`config.mk`:
```
export PLATFORM = sky130hd
export DESIGN_NAME = nes_joypad_port
export DESIGN_NICKNAME = d
export VERILOG_FILES = /design/src/rtl/nes_joypad_port_pkg.sv /design/src/rtl/nes_pad_shifter.sv /design/src/rtl/nes_joypad_port.sv
export SDC_FILE = /design/constraint.sdc
export NUM_CORES = 1
export LEC_CHECK = 0
export CAP_MARGIN = 0
export CORE_AREA = 10 10 62 75
export CTS_CLUSTER_DIAMETER = 60
export CTS_CLUSTER_SIZE = 12
export DETAILED_ROUTE_END_ITERATION = 10
export DIE_AREA = 0 0 72 85
export DONT_BUFFER_PORTS = 1
export GPL_ROUTABILITY_DRIVEN = 0
export PLACE_DENSITY = 0.84
export REMOVE_ABC_BUFFERS = 1
export SLEW_MARGIN = 20
export SYNTH_ARGS = -nofsm -noshare
export SYNTH_HDL_FRONTEND = slang
export SYNTH_SLANG_ARGS = --single-unit
```
`constraint.sdc`:
```
create_clock -name clk -period 6.4 [get_ports clk]
set_input_delay 1.6 -clock clk [delete_from_list [all_inputs] [get_ports clk]]
set_output_delay 1.6 -clock clk [all_outputs]
set_load 0.005 [all_outputs]
```
`src/rtl/nes_joypad_port_pkg.sv`:
```
// Shared constants for the NES controller-port emulation: SNES-style pad word
// layout, NES report bit order and the "no controller" marker.
package nes_joypad_port_pkg;

  localparam int PAD_W    = 12;
  localparam int REPORT_W = 8;

  typedef logic [PAD_W-1:0]    pad_word_t;
  typedef logic [REPORT_W-1:0] nes_report_t;

  localparam pad_word_t PAD_ABSENT = 12'hfff;

  // Bit positions in the SNES-style pad word (1 = pressed).
  localparam int SNES_B      = 11;
  localparam int SNES_Y      = 10;
  localparam int SNES_SELECT = 9;
  localparam int SNES_START  = 8;
  localparam int SNES_UP     = 7;
  localparam int SNES_DOWN   = 6;
  localparam int SNES_LEFT   = 5;
  localparam int SNES_RIGHT  = 4;
  localparam int SNES_A      = 3;
  localparam int SNES_X      = 2;
  localparam int SNES_L      = 1;
  localparam int SNES_R      = 0;

  // Bit positions in the NES report; bit 0 leaves the shift register first.
  localparam int NES_A      = 0;
  localparam int NES_B      = 1;
  localparam int NES_SELECT = 2;
  localparam int NES_START  = 3;
  localparam int NES_UP     = 4;
  localparam int NES_DOWN   = 5;
  localparam int NES_LEFT   = 6;
  localparam int NES_RIGHT  = 7;

  // Source pad bit for each NES report bit, indexed by NES bit position.
  localparam int NES_SRC_BIT [REPORT_W] = '{
    SNES_A, SNES_B, SNES_SELECT, SNES_START,
    SNES_UP, SNES_DOWN, SNES_LEFT, SNES_RIGHT
  };

endpackage

```
`src/rtl/nes_pad_shifter.sv`:
```
// One NES controller port: pad-word remap with turbo, 8-bit report shift
// register and the presence-dependent fill bit.
import nes_joypad_port_pkg::*;

module nes_pad_shifter (
  input  logic      clk,
  input  logic      rst,
  input  pad_word_t pad_state,
  input  logic      turbo_en,
  input  logic      phase,
  input  logic      strobe,
  input  logic      reload,
  input  logic      rd,
  output logic      serial_bit
);

  logic        present;
  logic        turbo_on;
  nes_report_t base_bits;
  nes_report_t mapped;
  nes_report_t shift_reg;
  nes_report_t shift_next;

  assign present  = (pad_state != PAD_ABSENT);
  assign turbo_on = turbo_en & phase;

  genvar gi;
  generate
    for (gi = 0; gi < REPORT_W; gi++) begin : g_map
      assign base_bits[gi] = pad_state[NES_SRC_BIT[gi]];
    end
  endgenerate

  // X and Y act as auto-fire A and B while the turbo phase is high.
  always_comb begin
    mapped = '0;
    if (present) begin
      mapped         = base_bits;
      mapped[NES_A]  = base_bits[NES_A] | (pad_state[SNES_X] & turbo_on);
      mapped[NES_B]  = base_bits[NES_B] | (pad_state[SNES_Y] & turbo_on);
    end
  end

  always_comb begin
    shift_next = shift_reg;
    if (reload) begin
      shift_next = mapped;
    end else if (rd) begin
      shift_next = {present, shift_reg[REPORT_W-1:1]};
    end
  end

  always_ff @(posedge clk) begin
    if (rst) begin
      shift_reg <= '0;
    end else begin
      shift_reg <= shift_next;
    end
  end

  // While strobing the port is transparent to the live A button.
  assign serial_bit = strobe ? mapped[NES_A] : shift_reg[0];

endmodule

```
`src/rtl/nes_joypad_port.sv`:
```
// Two 2A03 controller ports ($4016/$4017) fed by parallel SNES-style pad
// words: strobe latch, shared turbo timebase and CPU read mux.
import nes_joypad_port_pkg::*;

module nes_joypad_port #(
  parameter int TURBO_DIV = 250000
) (
  input  logic        clk,
  input  logic        rst,
  input  logic [11:0] pad1_state,
  input  logic [11:0] pad2_state,
  input  logic [1:0]  turbo_en,
  input  logic        strobe_wr,
  input  logic        strobe_data,
  input  logic [1:0]  rd_en,
  output logic [7:0]  rd_data,
  output logic        strobe
);

  localparam int CNT_W = (TURBO_DIV > 2) ? $clog2(TURBO_DIV) : 1;
  localparam logic [CNT_W-1:0] TURBO_LAST = CNT_W'(TURBO_DIV - 1);

  logic             strobe_reg;
  logic             strobe_next;
  logic [CNT_W-1:0] turbo_cnt_reg;
  logic [CNT_W-1:0] turbo_cnt_next;
  logic             phase_reg;
  logic             phase_next;
  logic             reload;
  pad_word_t        pad_state [2];
  logic [1:0]       serial_bit;

  assign pad_state[0] = pad1_state;
  assign pad_state[1] = pad2_state;

  assign strobe_next = strobe_wr ? strobe_data : strobe_reg;

  // A rising write reloads immediately; a falling write still reloads because
  // the latch is high during the write cycle.
  assign reload = strobe_reg | (strobe_wr & strobe_data);

  always_comb begin
    turbo_cnt_next = turbo_cnt_reg + 1'b1;
    phase_next     = phase_reg;
    if (turbo_cnt_reg == TURBO_LAST) begin
      turbo_cnt_next = '0;
      phase_next     = ~phase_reg;
    end
  end

  always_ff @(posedge clk) begin
    if (rst) begin
      strobe_reg    <= 1'b0;
      turbo_cnt_reg <= '0;
      phase_reg     <= 1'b0;
    end else begin
      strobe_reg    <= strobe_next;
      turbo_cnt_reg <= turbo_cnt_next;
      phase_reg     <= phase_next;
    end
  end

  genvar gi;
  generate
    for (gi = 0; gi < 2; gi++) begin : g_port
      nes_pad_shifter u_shifter (
        .clk        (clk),
        .rst        (rst),
        .pad_state  (pad_state[gi]),
        .turbo_en   (turbo_en[gi]),
        .phase      (phase_reg),
        .strobe     (strobe_reg),
        .reload     (reload),
        .rd         (rd_en[gi]),
        .serial_bit (serial_bit[gi])
      );
    end
  endgenerate

  always_comb begin
    rd_data = '0;
    case (rd_en)
      2'b01:   rd_data[0] = serial_bit[0];
      2'b10:   rd_data[0] = serial_bit[1];
      default: rd_data    = '0;
    endcase
  end

  assign strobe = strobe_reg;

endmodule

```
# ---- After elaboration in Yosys (flattened, before gate mapping)
# Index checks and enable logic that the tools add are counted.
dict set report word_totals {
  regBits 36
  out_inout_bits 9
  elab_cells 36
}
dict set report classes {
  eq_ne 5
  n_reduce_logical 3
  bitwise 13
  muxes 9
  add_sub_neg 1
}
# operator n
set ops {}
lappend ops {{$mux 8} 6}
lappend ops {{$ne 12x12->1 const B} 2}
lappend ops {{$add 18x1->18 const B} 1}
lappend ops {{$eq 18x18->1 const B} 1}
lappend ops {{$and 1x1->1} 7}
lappend ops {{$or 1x1->1} 5}
lappend ops {{$reduce_bool 2->1} 2}
lappend ops {{$eq 2x1->1 const B} 1}
lappend ops {{$eq 2x2->1 const B} 1}
lappend ops {{$mux 1} 2}
lappend ops {{$pmux 1 s2} 1}
lappend ops {{$reduce_or 2->1} 1}
lappend ops {{$not 1->1} 1}

# ---- Longest topological paths before layout
dict set report logic_depth {
  depth_word 6
  depth_mapped 7
}

# ---- By module
# Synthesis repeated with hierarchy kept, for this count alone.
dict set report hier_totals {
  hier_cells 204
  area_unflattened_um2 1841.8
}
# module seq_area_each_um2 n_inst cells_per_inst area_each_um2
set by_module_without_submodules {}
lappend by_module_without_submodules {nes_joypad_port 400.4 1 114 1006.0}
lappend by_module_without_submodules {nes_pad_shifter 160.2 2 45 417.9}

# ---- Worst setup path before layout
# No wires, ideal clock.
dict set report synth_path {
  path_type {input to output}
  from {in rd_en[0]}
  to {out rd_data[0]}
  stages 6
  path_buffers 1
  required_ps 4800
  path_slack_ps 1888
  arrival_time_ps 2912
  cell_sequence {clkbuf_1 inv_1 ha_1 a2111o_1 a21oi_1 a211o_1}
}
dict set report synth_via {
  elab_chain_len 2
  elab_cells_between_ends 3
  classes_between {eq/ne (2); mux (1)}
}
# item line_no
set synth_lines {}
lappend synth_lines {{start, declared} nes_joypad_port.sv:15} ;# input logic [1:0] rd_en,
lappend synth_lines {{$eq 2x2->1 or $eq 2x1->1 (tied branches)} nes_joypad_port.sv:82} ;# case (rd_en)
lappend synth_lines {{$pmux 1 s2 *} nes_joypad_port.sv:82}
lappend synth_lines {{end, declared} nes_joypad_port.sv:16} ;# output logic [7:0] rd_data,
# Every way passes the cells marked *; elsewhere a longest branch is shown, timed or not.

# ---- Final worst setup path
dict set report layout_path {
  from {in pad1_state[5]}
  to {out rd_data[0]}
}
dict set report layout_via {
  elab_chain_len 4
}
# item line_no
set layout_lines {}
lappend layout_lines {{start, declared} nes_joypad_port.sv:10} ;# input logic [11:0] pad1_state,
lappend layout_lines {{$ne 12x12->1} nes_pad_shifter.sv:24} ;# assign present = (pad_state != PAD_ABSENT);
lappend layout_lines {{$mux 8} nes_pad_shifter.sv:37} ;# if (present) begin
lappend layout_lines {{$mux 1} nes_pad_shifter.sv:62} ;# assign serial_bit = strobe ? mapped[NES_A] : shift_reg[0];
lappend layout_lines {{$pmux 1 s2} nes_joypad_port.sv:82}
# No other way between the ends.

==> impl_metrics.csv <==
group,metric,value,unit
final_layout,largest_register_ffs,18,
timing,slew_violations,0,
synth,ys.flop_type,"dfxtp_1",
final_layout,area_growth,2.884,%
clocking,postCtsSetupBuffers,0,
synth,yosys-top-cells-count,"nor2_1 (52), dfxtp_1 (36), mux2i_1 (14), xnor2_1 (13), a21oi_1 (12)",
synth,synth_top_area_share,38.63,%
synth,ys_types,38,
placement,dp_slack,2.251,ns
timing,tightest_slew,0.6892,ns
min_path,hp-class,"register to register",
synth,synthArstFlopShare,0,%
critical_path,critPathLaunchType,"input pin",
synth,ys_warn_count,0,
synth,synth_top_cells_by_area,"dfxtp_1 (39%), nor2_1 (10%), mux2i_1 (7.5%), xnor2_1 (6.1%), nand4_1 (3.7%)",
critical_path,endpoint_kind,"output pin",
power_and_ir_drop,ir_drop,0.1532,mV
critical_path,path_max_fanout,10,
clocking,cts-root-buf,"clkbuf_8",
critical_path,crit-reg2reg-launch,"turbo_cnt_reg[0]",
global_routing,grt_max_degree,22,
clocking,cts_max_path_buffers,2,
die,dieHeight,85,µm
die,num_io_pins,41,
power_and_ir_drop,finalPower,0.4360,mW
power_and_ir_drop,p_leak,0.7410,nW
synth,netlist_instances,226,
global_routing,grt.met3_usage,6.294,%
min_path,worstHoldStart,"turbo_cnt_reg[0]",
synth,yosysMostFrequentCell,"nor2_1",
critical_path,path_class,"input pin to output pin",
clocking,cts_tree,"done",
clocking,cts_hold_buffers,0,
die,coreArea,3223,µm²
route,via_count,1523,
global_routing,overflow,0,
timing,finalCritPeriodShare,64.95,%
timing,fmax,240.6,MHz
outcome,outcome,"finished clean",
power_and_ir_drop,p_per_area,227.2,nW/µm²
critical_path,cp-startpoint,"pad1_state[5]",
synth,synth-seq-cells,36,
timing,hold_viol,0,
route,wire_per_inst,15.04,µm
placement,io_buffers,0,
route,drt_iter0_drc,195,
timing,finalSetupTns,0,ns
timing,finClkSkew,0.003360,ns
route,finalWirelength,3.925,mm
die,die-area,6120,µm²
synth,synth_edf_count,0,
synth,synth_top_cell_by_area,"dfxtp_1",
clocking,clkTransAtPathRegs,0.07,ns
global_routing,grt_busiest_layer,"met2",
final_layout,final_nets,258,
timing,slew-limit-headroom,54.05,%
route,first_pass_iters,4,
route,routed_via_density,5.835,
critical_path,worst_ep_required_time,4.80,ns
final_layout,drive_gt1_share,5.804,%
die,rows,23,
route,route.detailed.drc,0,
final_layout,utilization,59.55,%
synth,postSynthAreaPerCell,8.255,µm²
die,die_w,72,µm
clocking,clk_latency,0.29,ns
clocking,h-tree-depth,2,
global_routing,antenna_found_initial,0,
clocking,cts_sinks,36,
final_layout,num_antenna_cells,0,
timing,fin_crit,4.157,ns
die,start_util,57.88,%
timing,final-setup-viol-count,0,
placement,dp_hpwl,2.898,mm
timing,rsz0062_at_grt,"no",
global_routing,grt_pass1_vias,1464,
flow_run,drv_cap,0,
synth,syn_area,1866,µm²
route,postRouteAntennaNets,0,
synth,seq_area_frac_synth,38.63,%
global_routing,use_met2,21.62,%
clocking,cts_resized,0,
global_routing,grt_usage,13.12,%
timing,setup_slack,2.243,ns
global_routing,gr-usage-met1,13.36,%
clocking,cts_buffers,5,
global_routing,grt_first_pass_wirelength,6.596,mm
critical_path,cp.arrival,2.56,ns
[through the flow]
| step | std cells | hold slack, ns | instance area (µm²) |
|---|---|---|---|
| after floorplan | 216 | 0.4415 | 1785 |
| after global placement | 253 | 0.4607 | 1832 |
| after detailed placement | 253 | 0.4709 | 1832 |
| after CTS | 261 | 0.4882 | 1919 |
| after global routing | 261 | 0.5249 | 1919 |
| final | 261 | 0.4864 | 1919 |
[routing by layer]
layer  share of wire, %  up-vias
met3                9.7       10
li1                   -      771
met1                 40      694
met4                2.5        0
met2                 48       48
met5                  0        -
[final cells by class]
type | instances | area, µm²
fill | 314 | 1304
multi-input combinational | 172 | 1035
sequential | 36 | 720.7
clock buffer | 5 | 68.82
tap | 37 | 46.29
inverter | 8 | 30.03
clock inverter | 3 | 18.77
[worst max-delay path, stage by stage]
cell,delay (ns)
nand4_1,0.08
or3_1,0.54
a211o_1,0.34
[where the power goes]
group	internal, mW	switching [mW]	total, mW
combinational	0.0168	0.0200	0.0368
clock	0.0758	0.0838	0.160
sequential	0.233	0.00636	0.240
total	0.326	0.110	0.436
[path summary, 6_finish.rpt]
kind | end | slack [ns] | cells after the start
max | rd_data[0] | 2.24 | 3
min | turbo_cnt_reg[0] | 0.49 | 1
max reg2reg | turbo_cnt_reg[5] | 4.48 | 5
min reg2reg | turbo_cnt_reg[0] | 0.49 | 1
[cells in the final DEF (no fill, tap or decap), drive strengths merged, types with 2 or more instances in the layout]
cell     n
ha       3
nand4   11
xnor2   13
nor4     6
inv      8
or3      2
conb     7
o211ai   3
xor2     2
a31oi    8
nor3     5
a21oi   12
nand2    7
nand3    6
and3     5
mux2i   14
dfxtp   36
clkinv   3
clkbuf   5
nor2    52
nor4b    2
[logic make-up after synthesis]
kind of cell / Yosys count / share of synthesized area, %
adder cells (fa/ha/maj): 3 / 2.012
flip-flops: 36 / 38.63
AND/OR/NAND/NOR: 101 / 25.96
multiplexers: 15 / 8.115
AO/OA/AOI/OAI: 31 / 10.93
XOR/XNOR: 15 / 7.042
other: 1 / 0.2010
buffers and inverters: 24 / 7.109
(Power assumes the default switching activity.)
